$ cat src/rtl/game_pkg.sv
// rtl/game_pkg.sv - shared types and constants for the matrix scan arbiter
//
// Purpose: FSM state encoding, layer count and the "nothing lit" output
// values used by matrix_scan_arbiter and its testbench.
package game_pkg;

  localparam int         NUM_LAYERS = 4;
  localparam logic [7:0] ROW_OFF    = 8'hFF;    // active-low rows: all LEDs off
  localparam logic [3:0] COL_OFF    = 4'b0000;  // no column driven

  typedef enum logic [1:0] {
    IDLE  = 2'd0,
    ARB   = 2'd1,
    SHOW  = 2'd2,
    BLANK = 2'd3
  } state_t;

endpackage

$ cat src/rtl/rr_pick.sv
// rtl/rr_pick.sv - combinational round-robin picker over four layers
//
// Purpose: returns the first eligible layer scanning ptr, ptr+1, ... mod 4.
// Ports:
//   eligible [3:0] in  : per-layer eligibility
//   ptr      [1:0] in  : index to start scanning from
//   found          out : at least one layer is eligible
//   idx      [1:0] out : chosen layer (only meaningful when found=1)
module rr_pick (
  input  logic [3:0] eligible,
  input  logic [1:0] ptr,
  output logic       found,
  output logic [1:0] idx
);

  logic [7:0] doubled;
  logic [3:0] rotated;
  logic [1:0] offset;

  always_comb begin
    // Rotate so that bit 0 of 'rotated' is layer ptr; the lowest set bit
    // is then the distance from ptr to the winner.
    doubled = {eligible, eligible} >> ptr;
    rotated = doubled[3:0];
    found   = |rotated;
    offset  = 2'd0;
    if (rotated[0])      offset = 2'd0;
    else if (rotated[1]) offset = 2'd1;
    else if (rotated[2]) offset = 2'd2;
    else if (rotated[3]) offset = 2'd3;
    idx = ptr + offset;
  end

endmodule

$ cat src/rtl/matrix_scan_arbiter.sv
// rtl/matrix_scan_arbiter.sv - round-robin time-slot arbiter for a 4-layer LED matrix
//
// Purpose: grants one requesting layer at a time, snapshots its column/row/
// colour data and drives it onto the matrix for DWELL_CYCLES, followed by a
// BLANK_CYCLES gap with everything off.
// Ports:
//   CLK                     in  : system clock (posedge)
//   Clear                   in  : synchronous active-high reset
//   enable                  in  : gate for issuing new grants
//   req       [3:0]         in  : per-layer request
//   col_bus   [15:0]        in  : layer i column code at [4i+3:4i] (valid 1xxx)
//   row_bus   [31:0]        in  : layer i active-low row pattern at [8i+7:8i]
//   rgb_bus   [11:0]        in  : layer i {R,G,B} enables at [3i+2:3i]
//   R/G/B_color [7:0]       out : active-low row drives
//   column    [3:0]         out : column select, 0000 = none
//   grant     [3:0]         out : one-hot granted layer during SHOW
//   wrap_pulse              out : one-cycle pulse when layer 3's slot ends
module matrix_scan_arbiter
  import game_pkg::*;
#(
  parameter int DWELL_CYCLES = 10000,
  parameter int BLANK_CYCLES = 2
) (
  input  logic        CLK,
  input  logic        Clear,
  input  logic        enable,
  input  logic [3:0]  req,
  input  logic [15:0] col_bus,
  input  logic [31:0] row_bus,
  input  logic [11:0] rgb_bus,
  output logic [7:0]  R_color,
  output logic [7:0]  G_color,
  output logic [7:0]  B_color,
  output logic [3:0]  column,
  output logic [3:0]  grant,
  output logic        wrap_pulse
);

  // Counters load "length - 1" on entry and the state exits when they hit 0.
  localparam logic [15:0] DWELL_LOAD = 16'(DWELL_CYCLES - 1);
  localparam logic [7:0]  BLANK_LOAD = 8'(BLANK_CYCLES - 1);

  state_t      state, state_next;
  logic [1:0]  ptr;
  logic [15:0] dwell_cnt;
  logic [7:0]  blank_cnt;

  logic [1:0]  lat_idx;
  logic [3:0]  lat_col;
  logic [7:0]  lat_row;
  logic [2:0]  lat_rgb;

  logic [3:0]  eligible;
  logic        pick_found;
  logic [1:0]  pick_idx;
  logic [3:0]  rgb_base;

  // A layer with an invalid column code (MSB clear) is never eligible.
  always_comb begin
    eligible = '0;
    for (int i = 0; i < NUM_LAYERS; i++) begin
      eligible[i] = req[i] & col_bus[4*i+3];
    end
  end

  rr_pick u_rr_pick (
    .eligible (eligible),
    .ptr      (ptr),
    .found    (pick_found),
    .idx      (pick_idx)
  );

  // 3 * pick_idx without a multiplier.
  assign rgb_base = {2'b00, pick_idx} + {1'b0, pick_idx, 1'b0};

  always_comb begin
    state_next = state;
    case (state)
      IDLE:    if (enable && (|eligible)) state_next = ARB;
      ARB:     state_next = pick_found ? SHOW : IDLE;
      SHOW:    if (dwell_cnt == 16'd0) state_next = BLANK;
      BLANK:   if (blank_cnt == 8'd0) state_next = enable ? ARB : IDLE;
      default: state_next = IDLE;
    endcase
  end

  always_ff @(posedge CLK) begin
    if (Clear) begin
      state      <= IDLE;
      ptr        <= 2'd0;
      dwell_cnt  <= 16'd0;
      blank_cnt  <= 8'd0;
      lat_idx    <= 2'd0;
      lat_col    <= COL_OFF;
      lat_row    <= ROW_OFF;
      lat_rgb    <= 3'b000;
      wrap_pulse <= 1'b0;
    end else begin
      state      <= state_next;
      wrap_pulse <= 1'b0;
      case (state)
        ARB: begin
          // Snapshot the winner so later bus changes cannot disturb the slot.
          if (pick_found) begin
            lat_idx   <= pick_idx;
            lat_col   <= col_bus[{pick_idx, 2'b00} +: 4];
            lat_row   <= row_bus[{pick_idx, 3'b000} +: 8];
            lat_rgb   <= rgb_bus[rgb_base +: 3];
            dwell_cnt <= DWELL_LOAD;
          end
        end
        SHOW: begin
          if (dwell_cnt == 16'd0) begin
            ptr        <= lat_idx + 2'd1;
            wrap_pulse <= (lat_idx == 2'd3);
            blank_cnt  <= BLANK_LOAD;
          end else begin
            dwell_cnt <= dwell_cnt - 16'd1;
          end
        end
        BLANK: begin
          if (blank_cnt != 8'd0) blank_cnt <= blank_cnt - 8'd1;
        end
        default: ;
      endcase
    end
  end

  // Outputs decode directly from state so SHOW data appears on its first cycle.
  always_comb begin
    column  = COL_OFF;
    R_color = ROW_OFF;
    G_color = ROW_OFF;
    B_color = ROW_OFF;
    grant   = 4'b0000;
    if (state == SHOW) begin
      column  = lat_col;
      R_color = lat_rgb[2] ? lat_row : ROW_OFF;
      G_color = lat_rgb[1] ? lat_row : ROW_OFF;
      B_color = lat_rgb[0] ? lat_row : ROW_OFF;
      grant   = 4'b0001 << lat_idx;
    end
  end

endmodule

$ cat config.mk
export PLATFORM = sky130hd
export DESIGN_NAME = matrix_scan_arbiter
export DESIGN_NICKNAME = d
export VERILOG_FILES = /design/src/rtl/game_pkg.sv /design/src/rtl/rr_pick.sv /design/src/rtl/matrix_scan_arbiter.sv
export SDC_FILE = /design/constraint.sdc
export NUM_CORES = 1
export LEC_CHECK = 0
export ABC_CLOCK_PERIOD_IN_PS = 6000
export CORE_MARGIN = 2
export CORE_UTILIZATION = 40
export DETAILED_ROUTE_END_ITERATION = 6
export DONT_BUFFER_PORTS = 1
export REMOVE_ABC_BUFFERS = 1
export SYNTH_ARGS = -nofsm -noshare
export SYNTH_HDL_FRONTEND = slang
export SYNTH_SLANG_ARGS = --single-unit
$ cat constraint.sdc
create_clock -name CLK -period 6 [get_ports CLK]
set_input_delay 0.9 -clock CLK [delete_from_list [all_inputs] [get_ports CLK]]
set_output_delay 0.9 -clock CLK [all_outputs]
set_load 0.01 [all_outputs]
== Yosys cells after proc, flatten, opt, wreduce, memory -nomap -nowiden ==
Index checks and enable logic that the tools add are counted.

* Output and inout bits: 33
* Input port bits: 67
* Register bits: 46

* Equality and inequality tests: 10
* Reduce and logical (&&, ||, !) cells: 15
* Shifts and indexed selects: 5
* Bitwise operators: 6
* Add/subtract/negate cells: 5
* Muxes and demuxes: 24

{| class="wikitable"
|+ Operators by type and width
! cell !! number
|-
| two-way mux 8 bit || 8
|-
| two-way mux 16 bit || 2
|-
| one-hot mux 16 bit (2 select lines) || 1
|-
| variable part select 32 x 6 -> 8 bit || 1
|-
| zero test 16 bit || 1
|-
| two-way mux 2 bit || 8
|-
| one-hot mux 8 bit (2 select lines) || 1
|-
| variable part select 16 x 5 -> 4 bit || 1
|-
| subtractor 16 x 1 -> 16 bit, second input constant || 1
|-
| != test 2 bit, second input constant || 6
|-
| variable part select 12 x 5 -> 3 bit || 1
|-
| AND reduction 3 bit || 3
|-
| zero test 8 bit || 1
|-
| two-way mux 4 bit || 2
|-
| one-hot mux 2 bit (4 select lines) || 1
|-
| nonzero test 8 bit || 1
|-
| OR reduction 4 bit || 2
|-
| >> shifter 8 x 2 -> 4 bit || 1
|-
| subtractor 8 x 1 -> 8 bit, second input constant || 1
|-
| == test 2 bit, second input constant || 3
|-
| adder 2 x 3 -> 4 bit || 1
|-
| AND 1 bit || 4
|-
| AND reduction 2 bit || 2
|-
| nonzero test 2 bit || 2
|-
| 9 further kinds || 10
|}

== Longest topological paths before layout ==
Gate-level depths: netlist of the first run.

* Depth in word-level cells: 9
* Mapped depth: 17
* Depth with buffers taken out: 13

== Hierarchy ==
Synthesis of the first run repeated with hierarchy kept, for this count alone.

* Cells, all modules: 365
* Area, all modules: 3158.0 µm²

{| class="wikitable"
|+ By module, submodules not included
! module !! seq. area each (µm²) !! instances !! area an instance (µm²) !! cells an instance
|-
| matrix_scan_arbiter || 920.9 || 1 || 2977.9 || 342
|-
| rr_pick || 0.0 || 1 || 180.2 || 23
|}

== Least setup slack after synthesis of the first run ==
OpenSTA, ideal clock, no wires.

* Path kind: input to register
* Start: in req[1]
* End: reg lat_rgb[0]
* Slack: 2.139 ns
* Setup time: 0.082 ns
* Arrival: 3.779 ns
* Buffers on the path: 3
* Stages on the path: 16
* Required time: 5.918 ns
* Cells stage by stage: nand2_1 -> o21a_1 -> nor2_1 -> a21oi_1 -> o32ai_1 -> ha_1 -> clkbuf_1 -> buf_1 -> xor2_1 -> ha_1 -> clkbuf_1 -> mux4_2 -> mux2i_1 -> a2111oi_0 -> nand4_1 -> o221ai_1

* Cells in the longest elaborated chain, start to end: 9

{| class="wikitable"
|+ Ends and longest elaborated chain
! item !! line !! source
|-
| from (decl) || matrix_scan_arbiter.sv:27 || <nowiki>input logic [3:0] req,</nowiki>
|-
| AND 1 bit (*) || matrix_scan_arbiter.sv:62 || <nowiki>eligible[i] = req[i] & col_bus[4*i+3];</nowiki>
|-
| >> shifter 8 x 2 -> 4 bit (*) || rr_pick.sv:23 || <nowiki>doubled = {eligible, eligible} >> ptr;</nowiki>
|-
| two-way mux 2 bit || rr_pick.sv:30 || <nowiki>else if (rotated[3]) offset = 2'd3;</nowiki>
|-
| two-way mux 2 bit || rr_pick.sv:29 || <nowiki>else if (rotated[2]) offset = 2'd2;</nowiki>
|-
| two-way mux 2 bit || rr_pick.sv:28 || <nowiki>else if (rotated[1]) offset = 2'd1;</nowiki>
|-
| two-way mux 2 bit (*) || rr_pick.sv:27 || <nowiki>if (rotated[0]) offset = 2'd0;</nowiki>
|-
| adder 2 bit (*) || rr_pick.sv:31 || <nowiki>idx = ptr + offset;</nowiki>
|-
| via pick_idx[1] || matrix_scan_arbiter.sv:55 || <nowiki>logic [1:0] pick_idx;</nowiki>
|-
| adder 2 x 3 -> 4 bit (*) || matrix_scan_arbiter.sv:74 || <nowiki>assign rgb_base = {2'b00, pick_idx} + {1'b0, pick_idx, 1'b0};</nowiki>
|-
| variable part select 12 x 5 -> 3 bit (*) || matrix_scan_arbiter.sv:108 || <nowiki>lat_rgb <= rgb_bus[rgb_base +: 3];</nowiki>
|-
| to (signal assigned) || matrix_scan_arbiter.sv:108 ||
|-
| to (decl) || matrix_scan_arbiter.sv:51 || <nowiki>logic [2:0] lat_rgb;</nowiki>
|}

The timed path passes the listed nets; every way through them passes the cells marked *.
A chain may end at the register's enable or synchronous reset.

== Worst setup path in the final report of the first run ==
* Start: in req[2]
* End: reg lat_rgb[1]

Same word-level chain as after synthesis.

==> flow_metrics.py, run 1 <==
metrics = {
    "outcome": {
        "status": "complete, no violations",
    },
    "timing": {
        "timing.final.crit_period_ns": 3.794,
        "finalCritPeriodShare": 0.6324,
        "finalClockSkew_ns": 0.005635,
        "finalHoldViolCount": 0,
        "slew_viol_final": 0,
        "worst_pin_slew_ns": 1.062,
        "rsz0062_at_grt": "no",
        "relSlewSlack": 0.2739,
        "max_freq_mhz": 263.6,
        "setup_violations": 0,
        "setup-tns-final_ns": 0,
    },
    "run": {
        "cap_violations": 0,
    },
    "clock_tree": {
        "ctsLongestPathBuffers": 2,
        "hold_buffers": 0,
        "cts_buffers": 5,
        "clock_latency_ns": 0.30,
        "htreeDepth": 2,
        "cts_tree": "built",
        "clkTransAtPathRegs_ns": 0.09,
        "cts_root_buf": "clkbuf_8",
        "cts_resized": 0,
        "postCtsSetupBuffers": 0,
        "cts_num_sinks": 46,
    },
    "floorplan": {
        "core.rowCount": 35,
        "dieArea_mm2": 0.01032,
        "coreArea_mm2": 0.009240,
        "die_w_um": 101.6,
        "die_h_um": 101.6,
        "start_util": 0.4123,
        "boundaryPins": 100,
    },
    "place": {
        "dp_hpwl_um": 7148,
        "port_buffers": 0,
        "placed_area_mm2": 0.003882,
        "gp_congestion": 0.8076,
    },
    "route": {
        "vias": 3329,
        "first_pass_iters": 4,
        "wl_per_cell_um": 17.52,
        "drt_wl_total_um": 9669,
        "drc": 0,
        "antenna_left": 0,
        "vias_per_cell": 6.031,
        "dr.first_iter.drc_count": 99,
    },
    "yosys": {
        "syn_inst": 444,
        "async_reset_ff_frac": 0,
        "ys_seq_area_frac": 0.2417,
        "synth_flop_cell": "dfxtp_1",
        "synth_cell_types": 52,
        "synth_area_mm2": 0.003810,
        "synth_edf_count": 0,
        "yosysWarnings": 0,
        "synth-seq-cells": 46,
        "synth.avg_cell_area_um2": 8.581,
    },
    "final_layout": {
        "layout_commonest_cell": "mux2i_1",
        "final_cell_mix": "60 x mux2i_1, 46 x dfxtp_1, 24 x or2_2",
        "final_area_mm2": 0.003978,
        "multi_input_area_mm2": 0.002710,
        "regArea_um2": 920.9,
        "syn_to_final_growth_pct": 4.401,
        "diodes": 0,
        "utilization": 0.4305,
        "drive_gt1_frac": 0.1584,
        "nets": 499,
        "fillers": 923,
    },
    "global_routing": {
        "grt_pass1_vias": 3183,
        "grt_max_degree": 54,
        "gr-usage-all-layers": 0.1890,
        "antenna_found_initial": 0,
        "grt_overflow_total": 0,
        "grt_pass1_wl_um": 15830,
    },
    "worst_setup_path": {
        "cp.required_ns": 6.22,
        "cp-start-kind": "input port",
        "critPathKind": "in -> reg",
        "cp_max_fo": 53,
        "crit_arrival_ns": 4.01,
        "worst_setup_path_end_kind": "flip-flop",
    },
    "pwr": {
        "power_density_mw_per_mm2": 244.3,
        "leakagePower_nw": 1.211,
        "vdd_ir_drop_max_mv": 0.1035,
    },
    "worst_hold_path": {
        "hold_path_class": "reg -> reg",
    },
}
power by group:
part	total, W	internal (W)	switching, W
Combinational	0.000386	0.000165	0.000221
Sequential	0.000384	0.000344	0.0000397
Clock	0.000202	0.0000929	0.000110
Total	0.000972	0.000601	0.000370
critical path: stages:
cell and delay, ns:
nand3_1 0.11, o21a_1 0.16, nor2_1 0.08, a21oi_1 0.05
o32ai_1 0.14, ha_2 0.23, buf_4 0.62, xor2_1 0.19
ha_1 0.52, mux4_2 0.26, mux2i_1 0.07, a2111oi_0 0.39
nand4_1 0.16, o221ai_1 0.12
worst paths after layout:
kind	slack (ns)	startpoint	endpoint	depth (start not counted)
max reg2reg	2.24	ptr[0]	lat_rgb[1]	14
min reg2reg	0.46	dwell_cnt[0]	dwell_cnt[0]	1
min	0.46	dwell_cnt[0]	dwell_cnt[0]	1
max	2.21	req[2]	lat_rgb[1]	14
layer usage:
layer | wire (um) | global-route usage
met2 | 4552 | 0.3193
met1 | 4366 | 0.2445
met4 | 33 | 0.02807
met5 | 0 | 0
met3 | 716 | 0.05452
state kept, by name, summed over array words and instances, names as in the netlist, named ones only:
| name | flops |
|---|---|
| dwell_cnt | 16 |
| blank_cnt | 8 |
| lat_row | 8 |
| lat_col | 4 |
| lat_rgb | 3 |
| lat_idx | 2 |
| ptr | 2 |
| state | 1 |
| wrap_pulse | 1 |
synthesized netlist by cell type, types with 4 or more instances:
cell type | count | area, um^2
and2_1 | 8 | 50.05
or2_2 | 24 | 150.1
nor3_1 | 15 | 75.07
o21ai_0 | 14 | 70.07
clkbuf_1 | 27 | 101.4
and3_1 | 5 | 31.28
mux4_2 | 6 | 135.1
mux2i_1 | 60 | 600.6
inv_1 | 12 | 45.04
or3_1 | 8 | 50.05
nand4_1 | 6 | 37.54
a221oi_1 | 12 | 105.1
mux2_2 | 16 | 180.2
buf_2 | 4 | 20.02
a311oi_1 | 4 | 35.03
nor2_1 | 21 | 78.83
dfxtp_1 | 46 | 920.9
nand3_1 | 22 | 110.1
o211ai_1 | 18 | 135.1
a21oi_1 | 9 | 45.04
nor4_1 | 4 | 25.02
a211oi_1 | 8 | 60.06
or4_1 | 9 | 67.56
nand2_1 | 14 | 52.55
xor2_1 | 9 | 78.83
nand2b_1 | 6 | 37.54
ha_1 | 10 | 125.1
a2111oi_0 | 6 | 52.55
cell families after synthesis:
| group | after synthesis | share of synthesized area |
|---|---|---|
| fa+ha+maj | 11 | 0.03580 |
| simple gates | 156 | 0.2338 |
| mux | 82 | 0.2404 |
| flops | 46 | 0.2417 |
| compound gates | 92 | 0.1767 |
| xor+xnor | 10 | 0.02299 |
| buf+inv | 47 | 0.04860 |
per-stage QoR:
stage               power (W)  setup slack (ns)  hold slack (ns)  instances
floorplan           0.0006861             1.160           0.4324        409
global placement    0.0007649             2.059           0.4546        544
detailed placement  0.0007726             1.923           0.4576        544
CTS                 0.0009749             2.220           0.4710        552
global route         0.001045             1.832           0.5012        552
finish              0.0009718             2.206           0.4645        552
layout make-up:
cell class | count | share of cell area
inverters | 12 | 0.01132
repair buffers | 6 | 0.01132
well taps | 129 | 0.04058
flip-flops and latches | 46 | 0.2315
multi-input cells | 351 | 0.6813
clock buffers | 6 | 0.02076
clock inverters | 2 | 0.003146
(Power assumes the default switching activity.)
==> run 2: changes to the inputs <==
--- a/config.mk
+++ b/config.mk
@@ -5,7 +5,7 @@
 export SDC_FILE = /design/constraint.sdc
 export NUM_CORES = 1
 export LEC_CHECK = 0
-export ABC_CLOCK_PERIOD_IN_PS = 6000
+export ABC_CLOCK_PERIOD_IN_PS = 3120
 export CORE_MARGIN = 2
 export CORE_UTILIZATION = 40
 export DETAILED_ROUTE_END_ITERATION = 6
==> constraint.sdc (replaced) <==
create_clock -name CLK -period 3.12 [get_ports CLK]
set_input_delay 0.468 -clock CLK [delete_from_list [all_inputs] [get_ports CLK]]
set_output_delay 0.468 -clock CLK [all_outputs]
set_load 0.01 [all_outputs]
==> flow_metrics.py, run 2 (synthesized netlist as in run 1, its figures left out) <==
metrics = {
    "route": {
        "dr.first_iter.drc_count": 177,
        "dr_wl_met3_um": 777,
        "vias": 3487,
        "wirelength_met1_um": 4544,
        "drt_wl_total_um": 10400,
        "wl_per_cell_um": 18.44,
        "met2_wirelength_um": 4935,
        "highest_layer": "met5",
        "vias_per_cell": 6.183,
        "drc": 0,
        "antenna_left": 0,
        "first_pass_iters": 4,
    },
    "final_layout": {
        "layout_commonest_cell": "mux2i_1",
        "fillers": 920,
        "top_register": "dwell_cnt",
        "final_cell_mix": "59 x mux2i_1, 45 x dfxtp_1, 24 x or2_2",
        "diodes": 0,
        "utilization": 0.4487,
        "drive_gt1_frac": 0.1931,
        "nets": 511,
        "reg.largest.list": "dwell_cnt: 16 flops, blank_cnt: 8 flops, lat_row: 8 flops",
        "final_area_mm2": 0.004146,
        "largest_reg_flops": 16,
        "syn_to_final_growth_pct": 8.834,
    },
    "timing": {
        "worst_pin_slew_ns": 1.061,
        "finalHoldViolCount": 0,
        "timing.final.crit_period_ns": 2.901,
        "finalCritPeriodShare": 0.9299,
        "max_freq_mhz": 344.7,
        "setup_violations": 0,
        "relSlewSlack": 0.2873,
        "whs_ns": 0.2240,
        "setup-tns-final_ns": 0,
        "slew_viol_final": 0,
        "finalClockSkew_ns": 0.008810,
    },
    "worst_setup_path": {
        "regToRegStartpoint": "ptr[0]",
        "cp-start-kind": "flip-flop",
        "cp.required_ns": 3.30,
        "reg2reg_slack_ns": 0.22,
        "crit_arrival_ns": 3.08,
        "cp_max_fo": 8,
        "critPathKind": "reg -> reg",
        "worst_setup_path_end_kind": "flip-flop",
        "cp-startpoint": "ptr[0]",
    },
    "floorplan": {
        "core.rowCount": 35,
        "coreArea_mm2": 0.009240,
        "dieArea_mm2": 0.01032,
        "die_h_um": 101.6,
        "boundaryPins": 100,
        "start_util": 0.4123,
        "die_w_um": 101.6,
    },
    "run": {
        "cap_violations": 0,
    },
    "worst_hold_path": {
        "hp-start": "Clear",
        "hold_path_class": "in -> reg",
    },
    "outcome": {
        "status": "complete, no violations",
    },
    "global_routing": {
        "grt_pass1_vias": 3314,
        "antenna_found_initial": 1,
        "grt_pass1_wl_um": 15970,
        "grt_max_degree": 54,
        "grt_overflow_total": 0,
        "gr-usage-all-layers": 0.1912,
    },
    "pwr": {
        "vdd_ir_drop_max_mv": 0.1814,
        "p_int_w": 0.001251,
        "switching_share": 0.3719,
        "pwr-share-clk": 0.229,
        "pwr-share-seq": 0.371,
        "power_frac_comb": 0.400,
        "leakagePower_nw": 1.286,
        "power_density_mw_per_mm2": 480.2,
        "power_w": 0.001991,
        "power.switching_w": 0.0007404,
    },
    "place": {
        "gp_congestion": 0.8634,
        "port_buffers": 0,
        "dp_hpwl_um": 7339,
        "placed_area_mm2": 0.003955,
    },
    "clock_tree": {
        "cts_num_sinks": 46,
        "clock_latency_ns": 0.30,
        "clkTransAtPathRegs_ns": 0.10,
        "htreeDepth": 2,
        "cts_buffers": 5,
        "cts_root_buf": "clkbuf_8",
        "cts_tree": "built",
        "ctsLongestPathBuffers": 2,
    },
}
-- run 2: metal layers --
metal / vias up / track usage
li1: 1677 / -
met1: 1663 / 0.2391
met2: 133 / 0.3376
met3: 12 / 0.04141
met4: 2 / 0.03950
met5: - / 0
-- run 2: what timing repair did --
item,in CTS,in global routing
hold buffers,0,0
buffers inserted,0,3
resized for setup,0,8
endpoints found under the setup margin,0,3
-- run 2: final cells by class --
class                   count  area [um^2]  area share
flip-flops and latches     46        922.1      0.2224
multi-input cells         351         2743      0.6614
repair buffers             18        165.2     0.03983
well taps                 129        161.4     0.03893
clock inverters             2        37.54    0.009052
clock buffers               6        72.57     0.01750
inverters                  12        45.04     0.01086
-- run 2: metrics by stage --
| stage | worst slack [ns] | cells |
|---|---|---|
| after floorplan | -1.288 | 409 |
| after global placement | 0.2370 | 552 |
| after detailed placement | 0.07808 | 552 |
| after CTS | 0.04280 | 560 |
| after global routing | -0.009502 | 564 |
| final | 0.2188 | 564 |
-- run 2: power groups by stage --
stage / Sequential, W / Combinational (W) / Clock [W]
CTS: 0.000737 / 0.000761 / 0.000469
detailed placement: 0.000750 / 0.000757 / 0
global placement: 0.000745 / 0.000744 / 0
finish: 0.000739 / 0.000796 / 0.000456
global route: 0.000749 / 0.000879 / 0.000488
floorplan: 0.000728 / 0.000592 / 0
-- run 2: path summary, 6_finish.rpt --
path,endpoint,cells past startpoint
hold / removal,blank_cnt[0],1
hold reg to reg,dwell_cnt[0],1
setup reg to reg,lat_rgb[2],13
setup / recovery,lat_rgb[2],13
-- run 2: critical path: stages, from the launching register on --
cell	delay [ns]
dfxtp_2	0.36
nand3b_1	0.24
nand2_2	0.14
nand2b_1	0.06
a21oi_1	0.16
o32ai_1	0.13
ha_2	0.41
inv_1	0.12
ha_4	0.35
mux4_2	0.31
mux2i_2	0.19
a2111oi_2	0.07
nand4_1	0.14
o221ai_1	0.11
==> run 3: changes to the inputs <==
--- a/config.mk
+++ b/config.mk
@@ -8,6 +8,7 @@
 export ABC_CLOCK_PERIOD_IN_PS = 3120
 export CORE_MARGIN = 2
 export CORE_UTILIZATION = 40
+export CTS_BUF_LIST = sky130_fd_sc_hd__clkbuf_8 sky130_fd_sc_hd__clkbuf_16
 export DETAILED_ROUTE_END_ITERATION = 6
 export DONT_BUFFER_PORTS = 1
 export REMOVE_ABC_BUFFERS = 1
==> flow_metrics.py, run 3 (synthesized netlist as in run 1, its figures left out) <==
metrics = {
    "place": {
        "port_buffers": 0,
        "dpl.cell_count": 552,
        "dp_hpwl_um": 7339,
        "gp_congestion": 0.8634,
    },
    "pwr": {
        "power.switching_w": 0.0007406,
        "power_frac_comb": 0.401,
        "switching_share": 0.3725,
        "p_int_w": 0.001247,
        "pwr-share-seq": 0.372,
        "power_density_mw_per_mm2": 479.4,
        "power_w": 0.001988,
        "vdd_ir_drop_max_mv": 0.1809,
        "leakagePower_nw": 1.290,
        "pwr-share-clk": 0.228,
    },
    "timing": {
        "setup_violations": 0,
        "timing.final.crit_period_ns": 2.902,
        "finalHoldViolCount": 0,
        "relSlewSlack": 0.2873,
        "max_freq_mhz": 344.6,
        "worst_pin_slew_ns": 1.061,
        "finalCritPeriodShare": 0.9301,
        "whs_ns": 0.2244,
        "slew_viol_final": 0,
        "finalClockSkew_ns": 0.008857,
    },
    "global_routing": {
        "grt_max_degree": 54,
        "gr-usage-all-layers": 0.1912,
        "grt_pass1_vias": 3314,
        "grt_overflow_total": 0,
        "grt_pass1_wl_um": 15970,
        "antenna_found_initial": 1,
    },
    "route": {
        "first_pass_iters": 4,
        "dr.first_iter.drc_count": 177,
        "wl_per_cell_um": 18.47,
        "drt_wl_total_um": 10420,
        "antenna_left": 0,
        "vias": 3487,
        "drc": 0,
        "vias_per_cell": 6.183,
    },
    "worst_setup_path": {
        "crit_chain": "nand3b_1, nand2_2, nand2b_1, a21oi_1, o32ai_1, ha_2, inv_1, ha_4, mux4_2, mux2i_2, a2111oi_2, nand4_1, o221ai_1",
        "cp-startpoint": "ptr[0]",
        "crit_arrival_ns": 3.08,
        "critPathMaxStageDelay_ns": 0.41,
        "critPathKind": "reg -> reg",
        "slowest_stage": "ha_2",
        "cp_max_fo": 8,
        "cp-start-kind": "flip-flop",
        "regToRegStartpoint": "ptr[0]",
        "reg2regPathDepth": 13,
        "cp.required_ns": 3.30,
        "worst_setup_path_end_kind": "flip-flop",
    },
    "final_layout": {
        "largest_reg_flops": 16,
        "final_cell_mix": "59 x mux2i_1, 45 x dfxtp_1, 24 x or2_2",
        "top_register": "dwell_cnt",
        "reg.largest.list": "dwell_cnt: 16 flops, blank_cnt: 8 flops, lat_row: 8 flops",
        "final_cells": 564,
        "syn_to_final_growth_pct": 8.834,
        "layout_commonest_cell": "mux2i_1",
        "drive_gt1_frac": 0.1931,
        "regArea_um2": 922.1,
        "multi_input_area_mm2": 0.002743,
        "nets": 511,
        "fillers": 920,
        "diodes": 0,
    },
    "run": {
        "cap_violations": 0,
    },
    "floorplan": {
        "core.rowCount": 35,
        "die_w_um": 101.6,
        "die_h_um": 101.6,
        "coreArea_mm2": 0.009240,
        "dieArea_mm2": 0.01032,
        "boundaryPins": 100,
        "start_util": 0.4123,
    },
    "clock_tree": {
        "cts_buffers": 5,
        "ctsLongestPathBuffers": 2,
        "htreeDepth": 2,
        "hold_buffers": 0,
        "cts_root_buf": "clkbuf_8",
        "cts_tree": "built",
        "clock_latency_ns": 0.30,
        "cts_num_sinks": 46,
        "clkTransAtPathRegs_ns": 0.10,
    },
    "outcome": {
        "status": "complete, no violations",
    },
    "worst_hold_path": {
        "hold-path-cell-count": 1,
        "hold_path_class": "in -> reg",
        "hp-start": "Clear",
    },
}
==> run 3: final timing paths <==
path	endpoint	slack (ns)
worst max-delay path	lat_rgb[2]	0.22
worst min-delay path	blank_cnt[0]	0.22
worst max register to register	lat_rgb[2]	0.22
worst min register to register	dwell_cnt[0]	0.48
==> run 3: worst max-delay path: cells and delay by family (launching register included) <==
kind,cells,cell delay [ns]
adder cells (fa/ha/maj),2,0.76
AND/OR/NAND/NOR,4,0.58
multiplexers,2,0.50
AO/OA/AOI/OAI,4,0.47
flip-flops,1,0.36
buffers and inverters,1,0.12
==> run 3: metal layers <==
layer,global-route usage,wire length [um],vias up
met3,0.04141,766,12
met5,0,13,-
met2,0.3376,4938,129
met4,0.03950,127,2
li1,-,-,1677
met1,0.2391,4572,1667
==> run 3: what timing repair did <==
action,CTS,global route
buffers inserted,0,3
setup endpoints to repair,0,3
resized for setup,0,8
==> run 3: final cells by class <==
class / instances / area share
multi-input combinational: 351 / 0.6614
sequential: 46 / 0.2224
timing repair buffer: 18 / 0.03983
tap: 129 / 0.03893
clock buffer: 5 / 0.01660
inverter: 12 / 0.01086
clock inverter: 3 / 0.009958
==> run 3: power by group through the flow <==
stage / Clock, W / Combinational, W / Sequential [W]
2_1_floorplan: 0 / 0.000592 / 0.000728
3_3_place_gp: 0 / 0.000744 / 0.000745
3_5_place_dp: 0 / 0.000757 / 0.000750
4_1_cts: 0.000466 / 0.000761 / 0.000737
5_1_grt: 0.000485 / 0.000879 / 0.000749
6_report: 0.000453 / 0.000796 / 0.000739
==> run 3: stage by stage <==
step                      setup slack (ns)  utilization  area, um^2    TNS, ns
final                               0.2181       0.4487        4146          0
after global routing             -0.009502       0.4487        4146  -0.009502
after CTS                          0.04280       0.4399        4065          0
after detailed placement           0.07808       0.4280        3955          0
after global placement              0.2370       0.4280        3955          0
after floorplan                     -1.288            -        3670     -10.29
